==> config.mk <==
export PLATFORM = sky130hd
export DESIGN_NAME = rr_dispatcher_flat
export DESIGN_NICKNAME = d
export VERILOG_FILES = /design/src/rtl/rr_dispatch_pkg.sv /design/src/rtl/rr_dispatcher_if.sv /design/src/rtl/rr_select.sv /design/src/rtl/rr_dispatcher.sv /design/src/flat_wrapper.sv
export SDC_FILE = /design/constraint.sdc
export NUM_CORES = 1
export LEC_CHECK = 0
export ABC_AREA = 1
export CAP_MARGIN = 0
export CORE_ASPECT_RATIO = 0.7
export CORE_MARGIN = 2
export CORE_UTILIZATION = 58
export CTS_CLUSTER_DIAMETER = 50
export DETAILED_ROUTE_END_ITERATION = 10
export PLACE_DENSITY = 0.88
export SLEW_MARGIN = 20
export SYNTH_ARGS = -nofsm -noshare
export SYNTH_HDL_FRONTEND = slang
export SYNTH_SLANG_ARGS = --single-unit
==> constraint.sdc <==
create_clock -name clk -period 8.7 [get_ports clk]
set_clock_uncertainty 0.1 [all_clocks]
set_input_delay 1.74 -clock clk [delete_from_list [all_inputs] [get_ports clk]]
set_output_delay 1.74 -clock clk [all_outputs]
set_load 0.01 [all_outputs]
==> src/rtl/rr_dispatch_pkg.sv <==
// Shared types and helpers for the round-robin packet dispatcher.
package rr_dispatch_pkg;

    // Dispatcher FSM: IDLE picks a new target per accepted beat, LOCKED holds it.
    typedef enum logic [0:0] {
        IDLE   = 1'b0,
        LOCKED = 1'b1
    } state_e;

    // Increment an output index, wrapping from n-1 back to 0.
    function automatic int unsigned wrap_inc(input int unsigned idx, input int unsigned n);
        return (idx + 1 >= n) ? 0 : idx + 1;
    endfunction

endpackage

==> src/rtl/rr_dispatcher_if.sv <==
// Stream-in / fan-out bus of the round-robin dispatcher.
interface rr_dispatcher_if #(
    parameter int NUM_OUTS     = 5,
    parameter int DATA_WIDTH   = 8,
    parameter int LOG_NUM_OUTS = $clog2(NUM_OUTS)
);
    logic [DATA_WIDTH-1:0]   s_data;
    logic                    s_valid;
    logic                    s_last;
    logic                    s_ready;
    logic [NUM_OUTS-1:0]     out_en;
    logic [DATA_WIDTH-1:0]   m_data;
    logic                    m_last;
    logic [NUM_OUTS-1:0]     m_valid;
    logic [NUM_OUTS-1:0]     m_ready;
    logic [LOG_NUM_OUTS-1:0] sel_index;
    logic                    busy;

    // Dispatcher side.
    modport slave (
        input  s_data, s_valid, s_last, out_en, m_ready,
        output s_ready, m_data, m_last, m_valid, sel_index, busy
    );

    // Source / sink side.
    modport master (
        output s_data, s_valid, s_last, out_en, m_ready,
        input  s_ready, m_data, m_last, m_valid, sel_index, busy
    );
endinterface

==> src/rtl/rr_select.sv <==
// Combinational round-robin picker: first set mask bit at or above ptr, wrapping.
module rr_select #(
    parameter int N  = 5,
    parameter int LW = $clog2(N)
) (
    input  logic [N-1:0]  mask_i,
    input  logic [LW-1:0] ptr_i,
    output logic [LW-1:0] idx_o,
    output logic          found_o
);
    // Rotate the mask so that bit 0 corresponds to the pointer position.
    logic [2*N-1:0] dbl;
    logic [N-1:0]   rot;

    assign dbl = {mask_i, mask_i} >> ptr_i;
    assign rot = dbl[N-1:0];

    // Lowest set bit of the rotated mask, mapped back to an absolute index.
    always_comb begin
        idx_o   = '0;
        found_o = 1'b0;
        for (int j = 0; j < N; j++) begin
            if (!found_o && rot[j]) begin
                found_o = 1'b1;
                idx_o   = LW'((int'(ptr_i) + j) % N);
            end
        end
    end
endmodule

==> src/rtl/rr_dispatcher.sv <==
// Round-robin dispatcher: one input stream fanned out to NUM_OUTS outputs
// through a single output register, with optional whole-packet target lock.
module rr_dispatcher
    import rr_dispatch_pkg::*;
#(
    parameter int NUM_OUTS     = 5,
    parameter int DATA_WIDTH   = 8,
    parameter int LOCK_ENABLE  = 1,
    parameter int LOG_NUM_OUTS = $clog2(NUM_OUTS)
) (
    input logic          clk,
    input logic          reset_n,
    rr_dispatcher_if.slave bus
);
    logic                    full_q,  full_d;
    logic [DATA_WIDTH-1:0]   data_q,  data_d;
    logic                    last_q,  last_d;
    logic [LOG_NUM_OUTS-1:0] idx_q,   idx_d;
    logic [LOG_NUM_OUTS-1:0] ptr_q,   ptr_d;
    state_e                  state_q, state_d;

    logic [LOG_NUM_OUTS-1:0] sel_idx;
    logic                    sel_found;
    logic [LOG_NUM_OUTS-1:0] target;
    logic                    room;
    logic                    drain;
    logic                    accept;

    rr_select #(
        .N  (NUM_OUTS),
        .LW (LOG_NUM_OUTS)
    ) u_select (
        .mask_i  (bus.out_en),
        .ptr_i   (ptr_q),
        .idx_o   (sel_idx),
        .found_o (sel_found)
    );

    // A locked packet keeps its target; otherwise the picker chooses.
    assign target = (state_q == LOCKED) ? idx_q : sel_idx;
    assign drain  = full_q & bus.m_ready[idx_q];
    assign room   = ~full_q | bus.m_ready[idx_q];

    // Ready never looks at s_valid, only at register space and target availability.
    assign bus.s_ready = room & ((state_q == LOCKED) | sel_found);
    assign accept      = bus.s_valid & bus.s_ready;

    assign bus.m_valid   = full_q ? (NUM_OUTS'(1) << idx_q) : '0;
    assign bus.m_data    = data_q;
    assign bus.m_last    = last_q;
    assign bus.sel_index = idx_q;
    assign bus.busy      = (state_q == LOCKED);

    // Next-state: load on accept (covers simultaneous drain), else drain empties.
    always_comb begin
        full_d  = full_q;
        data_d  = data_q;
        last_d  = last_q;
        idx_d   = idx_q;
        state_d = state_q;
        ptr_d   = ptr_q;
        if (accept) begin
            full_d = 1'b1;
            data_d = bus.s_data;
            last_d = bus.s_last;
            idx_d  = target;
            if (LOCK_ENABLE != 0) begin
                if (state_q == IDLE && !bus.s_last) begin
                    state_d = LOCKED;
                end else if (state_q == LOCKED && bus.s_last) begin
                    state_d = IDLE;
                end
            end
            if (LOCK_ENABLE == 0 || bus.s_last) begin
                ptr_d = LOG_NUM_OUTS'(wrap_inc(int'(target), NUM_OUTS));
            end
        end else if (drain) begin
            full_d = 1'b0;
        end
    end

    // State registers; reset drops any in-flight beat and lock immediately.
    always_ff @(posedge clk or negedge reset_n) begin
        if (!reset_n) begin
            full_q  <= 1'b0;
            data_q  <= '0;
            last_q  <= 1'b0;
            idx_q   <= '0;
            ptr_q   <= '0;
            state_q <= IDLE;
        end else begin
            full_q  <= full_d;
            data_q  <= data_d;
            last_q  <= last_d;
            idx_q   <= idx_d;
            ptr_q   <= ptr_d;
            state_q <= state_d;
        end
    end
endmodule
==> src/flat_wrapper.sv <==
// flat-port wrapper written by rule: the top's interface ports become plain ports
module rr_dispatcher_flat import rr_dispatch_pkg::*;
#(
    parameter int NUM_OUTS     = 5,
    parameter int DATA_WIDTH   = 8,
    parameter int LOCK_ENABLE  = 1,
    parameter int LOG_NUM_OUTS = $clog2(NUM_OUTS)
)
  (clk, reset_n, bus_s_data, bus_s_valid, bus_s_last, bus_out_en, bus_m_ready, bus_s_ready, bus_m_data, bus_m_last, bus_m_valid, bus_sel_index, bus_busy);
  rr_dispatcher_if #(.NUM_OUTS(NUM_OUTS), .DATA_WIDTH(DATA_WIDTH), .LOG_NUM_OUTS(LOG_NUM_OUTS)) bus_i ();
  input logic clk;
  input logic reset_n;
  input wire logic [$bits(bus_i.s_data)-1:0] bus_s_data;
  input wire logic [$bits(bus_i.s_valid)-1:0] bus_s_valid;
  input wire logic [$bits(bus_i.s_last)-1:0] bus_s_last;
  input wire logic [$bits(bus_i.out_en)-1:0] bus_out_en;
  input wire logic [$bits(bus_i.m_ready)-1:0] bus_m_ready;
  output wire logic [$bits(bus_i.s_ready)-1:0] bus_s_ready;
  output wire logic [$bits(bus_i.m_data)-1:0] bus_m_data;
  output wire logic [$bits(bus_i.m_last)-1:0] bus_m_last;
  output wire logic [$bits(bus_i.m_valid)-1:0] bus_m_valid;
  output wire logic [$bits(bus_i.sel_index)-1:0] bus_sel_index;
  output wire logic [$bits(bus_i.busy)-1:0] bus_busy;
  assign bus_i.s_data = bus_s_data;
  assign bus_i.s_valid = bus_s_valid;
  assign bus_i.s_last = bus_s_last;
  assign bus_i.out_en = bus_out_en;
  assign bus_i.m_ready = bus_m_ready;
  assign bus_s_ready = bus_i.s_ready;
  assign bus_m_data = bus_i.m_data;
  assign bus_m_last = bus_i.m_last;
  assign bus_m_valid = bus_i.m_valid;
  assign bus_sel_index = bus_i.sel_index;
  assign bus_busy = bus_i.busy;
  rr_dispatcher #(.NUM_OUTS(NUM_OUTS), .DATA_WIDTH(DATA_WIDTH), .LOCK_ENABLE(LOCK_ENABLE), .LOG_NUM_OUTS(LOG_NUM_OUTS)) u_core (.clk(clk), .reset_n(reset_n), .bus(bus_i));
endmodule
After elaboration in Yosys (flattened, before gate mapping)
Index checks and enable logic that the tools add are counted.
{"block": "word_totals", "reg_bits": 17, "latchBits": 0, "mem_bits_rw": 0, "romBits": 0, "input_bits": 22, "output_inout_bits": 19, "wordCells": 61, "mem_count": 0}
{"block": "op_classes", "add_sub_neg": 5, "mul": 0, "n_div": 5, "magnitude_cmp": 2, "n_eq_ne": 0, "shifts": 2, "n_mux": 19, "bitwise": 7, "reduce_logical": 15}
{"cell": "$mod 32x4->32 const B", "n": 4}
{"cell": "$mod 4x4->32 const B", "n": 1}
{"cell": "$mux 3", "n": 7}
{"cell": "$mux 1", "n": 10}
{"cell": "$shr 10x3->5", "n": 1}
{"cell": "$add 3x1->4 const B", "n": 2}
{"cell": "$add 3x2->4 const B", "n": 2}
{"cell": "$logic_and 1x1->1", "n": 6}
{"cell": "$logic_not 1->1", "n": 5}
{"cell": "$mux 5", "n": 1}
{"cell": "$shl 1x3->5 const A", "n": 1}
{"cell": "$add 3x3->4 const B", "n": 1}
{"cell": "$ge 4x3->1 const B", "n": 1}
{"cell": "$lt 3x4->1 const B", "n": 1}
{"cell": "$reduce_and 2->1", "n": 2}
{"cell": "$reduce_bool 2->1", "n": 2}
{"cell": "$and 1x1->1", "n": 3}
{"cell": "$bmux 1 s3", "n": 1}
{"cell": "$not 1->1", "n": 2}
{"cell": "$or 1x1->1", "n": 2}

Logic depth before layout (Yosys ltp)
Gate-level depths: netlist (run 1).
{"block": "logic_depth", "word_depth": 18, "ltp_mapped": 29, "depth_no_buf": 27}

Hierarchy
Synthesis (run 1) repeated with hierarchy kept, for this count alone.
{"block": "hier_totals", "hier_cells": 316, "area_unflattened_um2": 2031.9}
{"mod": "rr_select", "instances": 1, "cells_each": 202, "area_per_inst_um2": 1113.6, "seq_area_each_um2": 0.0}
{"mod": "rr_dispatcher", "instances": 1, "cells_each": 114, "area_per_inst_um2": 918.4, "seq_area_each_um2": 425.4}

Least setup slack after synthesis (run 1)
No wires, ideal clock.
{"block": "synth_timing", "path_kind": "input to output", "startpoint": "input bus_out_en[3]", "endpoint": "output bus_s_ready", "t_arrival_ps": 2589, "required_time_ps": 6860, "path_slack_ps": 4271, "path_stages": 10, "path_cell_list": "nand2_1 -> nand3_1 -> nand2_2 -> nand2_1 -> nand2_4 -> nand2_4 -> nor2_8 -> nand3_1 -> nand2_1 -> inv_1"}
{"block": "synth_via", "elab_chain_cells": 16}
{"element": "start, declared", "line_no": "flat_wrapper.sv:16", "rtl": "input wire logic [$bits(bus_i.out_en)-1:0] bus_out_en;"}
{"element": "$shr 10x3->5 (*)", "line_no": "rr_select.sv:15", "rtl": "assign dbl = {mask_i, mask_i} >> ptr_i;"}
{"element": "$mux 1", "line_no": "rr_select.sv:23", "rtl": "if (!found_o && rot[j]) begin"}
{"element": "$logic_not 1->1", "line_no": "rr_select.sv:23"}
{"element": "$logic_and 1x1->1", "line_no": "rr_select.sv:23"}
{"element": "$mux 1", "line_no": "rr_select.sv:23"}
{"element": "$logic_not 1->1", "line_no": "rr_select.sv:23"}
{"element": "$logic_and 1x1->1", "line_no": "rr_select.sv:23"}
{"element": "$mux 1", "line_no": "rr_select.sv:23"}
{"element": "$logic_not 1->1", "line_no": "rr_select.sv:23"}
{"element": "$logic_and 1x1->1", "line_no": "rr_select.sv:23"}
{"element": "$mux 1", "line_no": "rr_select.sv:23"}
{"element": "$logic_not 1->1", "line_no": "rr_select.sv:23"}
{"element": "$logic_and 1x1->1", "line_no": "rr_select.sv:23"}
{"element": "$mux 1 (*)", "line_no": "rr_select.sv:23"}
{"element": "$or 1x1->1 (*)", "line_no": "rr_dispatcher.sv:45", "rtl": "assign bus.s_ready = room & ((state_q == LOCKED) | sel_found);"}
{"element": "$and 1x1->1 (*)", "line_no": "rr_dispatcher.sv:45"}
{"element": "end, declared", "line_no": "flat_wrapper.sv:18", "rtl": "output wire logic [$bits(bus_i.s_ready)-1:0] bus_s_ready;"}
Every way passes the cells marked *; elsewhere a longest branch is shown, timed or not.

Final worst setup path (run 1)
{"block": "layout_timing", "startpoint": "input bus_out_en[4]", "endpoint": "output bus_s_ready"}
The elaborated chain is that of the path after synthesis.

==> results of run 1 <==
power groups by stage:
| stage | clock network (mW) | registers (mW) | logic (mW) |
|---|---|---|---|
| 3_3_place_gp | 0 | 0.175 | 0.887 |
| 3_5_place_dp | 0 | 0.176 | 0.922 |
| 2_1_floorplan | 0 | 0.163 | 0.712 |
| 6_report | 0.0583 | 0.175 | 0.937 |
| 5_1_grt | 0.0629 | 0.183 | 1.06 |
| 4_1_cts | 0.0592 | 0.175 | 0.932 |
critical path, cell delays in order:
cell             delay (ns)
clkdlybuf4s50_1        0.52
nand2_1                0.10
nand2_1                0.13
nand2_1                0.06
nand2_1                0.07
nand2_1                0.06
nand2_2                0.11
inv_1                  0.09
nand3_1                0.10
nand2_1                0.12
inv_1                  0.08
clkdlybuf4s50_1        0.52
per-layer routing:
layer  routed length, um  GRT usage (%)
met1                2580           36.4
met2                2240           39.3
met3                 272           3.25
met4                  55           4.08
met5                   0              0
stage by stage:
stage / utilization, % / hold WS (ns) / instances / area (um^2)
2_1_floorplan: - / 0.409 / 342 / 2210
3_3_place_gp: 73.0 / 0.354 / 424 / 2610
3_5_place_dp: 73.0 / 0.362 / 424 / 2610
4_1_cts: 74.2 / 0.379 / 428 / 2660
5_1_grt: 74.2 / 0.392 / 428 / 2660
6_report: 74.2 / 0.375 / 428 / 2660
Yosys cell counts, drive strengths merged:
library cell and instances:
o21ai 17, o22ai 1, nor3 3, buf 6, inv 45, a21oi 5
xor2 9, dfrtp 17, nor2 25, nor3b 1, nand3 35, or2 1
ha 22, nand2 142, clkbuf 2, o31ai 1, nand4 5, o211ai 2
nand3b 3
worst max-delay path by stage:
| stage | end | slack, ns | startpoint |
|---|---|---|---|
| global placement | bus_s_ready | 3.20 | bus_out_en[4] |
| finish | bus_s_ready | 3.16 | bus_out_en[4] |
| floorplan | bus_s_ready | 4.27 | bus_out_en[3] |
| CTS | bus_s_ready | 3.16 | bus_out_en[3] |
| global route | bus_s_ready | 3.05 | bus_out_en[3] |
| detailed placement | bus_s_ready | 3.17 | bus_out_en[3] |
cells by family (layout without fill, tap and decap cells):
logic type	Yosys count	after routing	synth area share [%]
compound gates	26	26	7.35
xor+xnor	9	9	3.56
fa+ha+maj	22	22	12.4
buf+inv	53	89	10.5
flops	17	17	19.2
simple gates	215	215	46.9
area by class of cell:
class,instances,share of cell area (%)
timing repair buffer,40,15.1
clock buffer,3,1.55
sequential,17,16.0
clock inverter,1,0.188
multi-input combinational,272,58.5
inverter,45,6.35
tap,50,2.35
state kept, by name (all words and copies together) (netlist names):
register              cells
u_core.bus.m_data         8
u_core.bus.busy           1
u_core.bus.m_last         1
u_core.bus.sel_index      3
u_core.full_q             1
u_core.ptr_q              3
cell usage in the layout, fill, tap and decap left out, types with 5 or more instances in the layout:
cell type / netlist / final
clkdlybuf4s50_1: 0 / 40
inv_1: 41 / 41
dfrtp_1: 17 / 17
o21ai_0: 12 / 12
nand2_4: 6 / 6
nor2_1: 22 / 22
xor2_1: 9 / 9
nand2_1: 122 / 122
nand3_2: 6 / 6
nand2_2: 14 / 14
nand4_1: 5 / 5
nand3_1: 28 / 28
ha_1: 22 / 22
==> impl_metrics.csv, run 1 <==
group,metric,value,unit
logic_synthesis,synthCells,342,
logic_synthesis,yosys.area.top_type_share,20.7,%
pwr,internal_power,501,uW
pwr,pwr-share-seq,15.0,%
worst_setup_path,rr_worst_depth,24,
clock_tree,cts_buffers,3,
worst_setup_path,r2r_end,"u_core.ptr_q[1]",
die,die_w,77.8,um
die,core_area,3580,um^2
clock_tree,path_clk_slew,0.07,ns
logic_synthesis,syn_avg_cell_area,6.47,um^2
clock_tree,cts_hold_buf,0,
clock_tree,tritoncts,"built",
timing,worst_slack,3.16,ns
die,die_area,4330,um^2
global_routing,grt_pass1_wl,8.94,mm
run,maxCapViolCount,0,
layout,area_delta_synth_final,20.2,%
layout,drive_gt1_share,11.1,%
timing,worst_pin_slew,0.761,ns
global_routing,grt_usage,24.8,%
worst_hold_path,holdPathStages,2,
layout,diodes,0,
placement,hpwl,4.07,mm
worst_hold_path,hp-class,"reg -> reg",
worst_setup_path,crit_required,6.86,ns
placement,dp_slack,3.17,ns
drt,drc_errors,0,
clock_tree,cts_sinks,17,
logic_synthesis,synth_top_cell_by_area,"nand2_1",
placement,numPortBuffers,40,
pwr,powerDensity,440,nW/um^2
worst_hold_path,holdPathEnd,"u_core.bus.m_data[0]",
global_routing,grt_max_degree,19,
clock_tree,cts_resized,0,
global_routing,grt_pass1_vias,2064,
logic_synthesis,netlist-cell-type-count,32,
layout,nets,423,
pwr,pwr-share-clk,5.0,%
worst_setup_path,crit_fanout,4,
logic_synthesis,seq_area_frac_synth,19.2,%
clock_tree,clk_latency,0.25,ns
die,initial_core_util,61.8,%
drt,wl,5.15,mm
die,row_count,18,
die,pin_count,41,
layout,multi_input_area,1560,um^2
timing,hold_viol,0,
worst_setup_path,critPathLaunchType,"primary input",
global_routing,antenna_found_initial,0,
drt,vias_per_cell,5.25,
worst_setup_path,rr_startpoint,"u_core.ptr_q[0]",
pwr,p_sw,669,uW
worst_setup_path,crit_arrival,3.70,ns
drt,via_count,2247,
pwr,ir_drop,260,uV
worst_hold_path,holdCritStartpoint,"u_core.bus.m_data[0]",
drt,first_pass_iters,5,
placement,routabilityCongestion,0.863,
drt,routedWlPerCell,12.0,um
timing,fmax,180,MHz
clock_tree,max-clock-path-buffers,2,
timing,setup_violations,0,
clock_tree,post_cts_buffers,0,
clock_tree,htree_levels,1,
logic_synthesis,ys_warn_count,0,
pwr,pwr-share-comb,80.0,%
timing,grt_setup_unrepaired,"false",
pwr,swShare,57.2,%
pwr,p_total,1.17,mW
pwr,p_leak,1.40,nW
timing,final.setup.tns,0,ns
worst_setup_path,critPathKind,"in -> out",
drt,drtAntennaViolNets,0,
layout,area.sequential,425,um^2
logic_synthesis,synth_area_leaders,"nand2_1, dfrtp_1, ha_1",
timing,fin_crit_sh,63.7,%
clock_tree,root_buffer,"clkbuf_8",
drt,drt_iter0_markers,120,
global_routing,overflow,0,
die,die_h,55.7,um
layout,fill_cells,292,
logic_synthesis,synth_seq_cells,17,
logic_synthesis,syn_area,2210,um^2
logic_synthesis,synthesis.nets,386,
worst_setup_path,crit_path_end_kind,"output port",
timing,slew_violations,0,
timing,slew_headroom,49.1,%
timing,period_minus_slack,5.54,ns
status,outcome,"complete, no violations",
worst_setup_path,regToRegSetupSlack,4.44,ns
Note: power is estimated with default switching activity, not from simulation.
==> run 2: changes to the inputs <==
--- a/config.mk
+++ b/config.mk
@@ -9,10 +9,10 @@
 export CAP_MARGIN = 0
 export CORE_ASPECT_RATIO = 0.7
 export CORE_MARGIN = 2
-export CORE_UTILIZATION = 58
+export CORE_UTILIZATION = 53
 export CTS_CLUSTER_DIAMETER = 50
 export DETAILED_ROUTE_END_ITERATION = 10
-export PLACE_DENSITY = 0.88
+export PLACE_DENSITY = 0.82
 export SLEW_MARGIN = 20
 export SYNTH_ARGS = -nofsm -noshare
 export SYNTH_HDL_FRONTEND = slang
==> constraint.sdc (replaced) <==
create_clock -name clk -period 5.2 [get_ports clk]
set_clock_uncertainty 0.1 [all_clocks]
set_input_delay 1.04 -clock clk [delete_from_list [all_inputs] [get_ports clk]]
set_output_delay 1.04 -clock clk [all_outputs]
set_load 0.01 [all_outputs]
==> impl_metrics.csv, run 2 (synthesis gave the netlist of run 1 again) <==
group,metric,value,unit
drt,via_count,2199,
drt,first_pass_iters,4,
clock_tree,cts_sinks,17,
timing,fmax,239,MHz
drt,drt_iter0_markers,144,
worst_setup_path,rr_startpoint,"u_core.ptr_q[1]",
timing,worst_pin_slew,0.753,ns
drt,vias_per_cell,5.10,
layout,diodes,0,
clock_tree,htree_levels,1,
global_routing,overflow,0,
worst_setup_path,regToRegSetupSlack,1.02,ns
die,core_area,3970,um^2
run,maxCapViolCount,0,
die,row_count,19,
timing,final.setup.tns,0,ns
drt,wl_met1,2.70,mm
worst_setup_path,worstSetupEndpoint,"u_core.ptr_q[1]",
timing,grt_setup_unrepaired,"false",
clock_tree,cts_buffers,3,
placement,hpwl,4.11,mm
die,initial_core_util,55.7,%
layout,final_cell_mix,"nand2_1, inv_1, clkdlybuf4s50_1, nand3_1",
layout,largest_register_ffs,8,
die,die_w,81.2,um
placement,routabilityCongestion,0.885,
worst_setup_path,crit_start,"u_core.ptr_q[1]",
worst_setup_path,crit_required,5.25,ns
timing,slew_headroom,49.6,%
timing,fin_crit_sh,80.4,%
worst_setup_path,r2r_end,"u_core.ptr_q[1]",
layout,drive_gt1_share,11.3,%
global_routing,grt_max_degree,19,
clock_tree,clk_latency,0.26,ns
global_routing,grt_pass1_wl,8.74,mm
drt,wl,5.19,mm
global_routing,grt_usage,23.3,%
pwr,ir_drop,426,uV
worst_setup_path,crit_arrival,4.23,ns
worst_setup_path,critPathLaunchType,"flop",
clock_tree,post_cts_buffers,0,
die,die_area,4710,um^2
worst_hold_path,hp-class,"reg -> reg",
clock_tree,path_clk_slew,0.07,ns
worst_setup_path,crit_path_end_kind,"flop",
drt,dr_wl_met2,2.21,mm
layout,nets,424,
clock_tree,max-clock-path-buffers,2,
clock_tree,cts_resized,0,
die,pin_count,41,
clock_tree,cts_hold_buf,0,
status,outcome,"complete, no violations",
global_routing,antenna_found_initial,0,
drt,drtAntennaViolNets,0,
die,die_h,58.1,um
worst_setup_path,critPathKind,"reg -> reg",
drt,top_layer,"met4",
clock_tree,tritoncts,"built",
timing,period_minus_slack,4.18,ns
timing,hold_viol,0,
pwr,p_leak,1.40,nW
worst_setup_path,rr_worst_depth,26,
drt,drc_errors,0,
global_routing,grt_pass1_vias,1927,
placement,numPortBuffers,40,
pwr,powerDensity,735,nW/um^2
layout,area_delta_synth_final,20.6,%
drt,routedWlPerCell,12.0,um
timing,hold_ws,0.378,ns
timing,setup_violations,0,
timing,slew_violations,0,
layout,final_common_cell,"nand2_1",
worst_setup_path,crit_fanout,15,
drt,dr_wl_met3,260,um
clock_tree,root_buffer,"clkbuf_8",
## run 2: cell count changes in the layout (fill, tap and decap cells not counted), sizes merged
cell  change
buf       +1
## run 2: final cells by class
cell class,instances,area [um^2]
well taps,52,65.1
repair buffers,41,408
flip-flops and latches,17,425
inverters,45,169
fillers,359,1300
multi-input cells,272,1560
clock inverters,1,5.00
clock buffers,3,41.3
## run 2: how the worst min path moves through the flow
stage | from | end | slack [ns] | cells after the start
3_5_place_dp | u_core.bus.m_data[3] | u_core.bus.m_data[3] | 0.36 | 2
5_1_grt | u_core.bus.m_data[2] | u_core.bus.m_data[2] | 0.41 | 2
6_report | u_core.bus.m_last | u_core.bus.m_last | 0.38 | 2
4_1_cts | u_core.bus.m_data[3] | u_core.bus.m_data[3] | 0.38 | 2
3_3_place_gp | u_core.bus.m_data[4] | u_core.bus.m_data[4] | 0.35 | 2
2_1_floorplan | u_core.bus.m_data[0] | u_core.bus.m_data[0] | 0.41 | 2
## run 2: power breakdown
part	leakage [nW]	internal (mW)	switching, mW
sequential	0.213	0.195	0.0833
clock	0.0255	0.0533	0.0490
combinational	1.16	0.592	0.989
total	1.40	0.840	1.12
## run 2: per-stage QoR
step / power [mW] / cell area (um^2) / instances / setup WS [ns] / util, %
final: 1.96 / 2670 / 431 / 1.02 / 67.2
after global routing: 2.18 / 2670 / 431 / 0.619 / 67.2
after CTS: 1.95 / 2670 / 431 / 1.06 / 67.2
after detailed placement: 1.84 / 2620 / 427 / 1.09 / 66.1
after global placement: 1.79 / 2620 / 427 / 1.12 / 66.1
after floorplan: 1.46 / 2210 / 342 / 1.63 / -
## run 2: routing by layer
layer / vias to the layer above / GRT usage [%]
met5: - / 0
met3: 2 / 1.87
met4: 0 / 3.63
met2: 51 / 36.4
li1: 1150 / -
met1: 996 / 35.9
## run 2: worst max-delay path, stage by stage (launching register included)
cell and delay [ns]:
dfrtp_1 0.59, inv_2 0.34, ha_1 0.22, inv_1 0.07, ha_1 0.30, inv_1 0.10
ha_1 0.21, nor2_1 0.11, nand2_1 0.08, nand2_1 0.10, xor2_1 0.25, ha_1 0.19
inv_1 0.06, nor2_1 0.11, o21ai_2 0.10, or2_1 0.22, nand4_1 0.08, nand3_1 0.07
nand2_1 0.08, nand2_2 0.11, inv_1 0.08, ha_1 0.16, nand4_1 0.11, nand2_1 0.08
inv_1 0.04, nand3_1 0.07, nand2_1 0.05
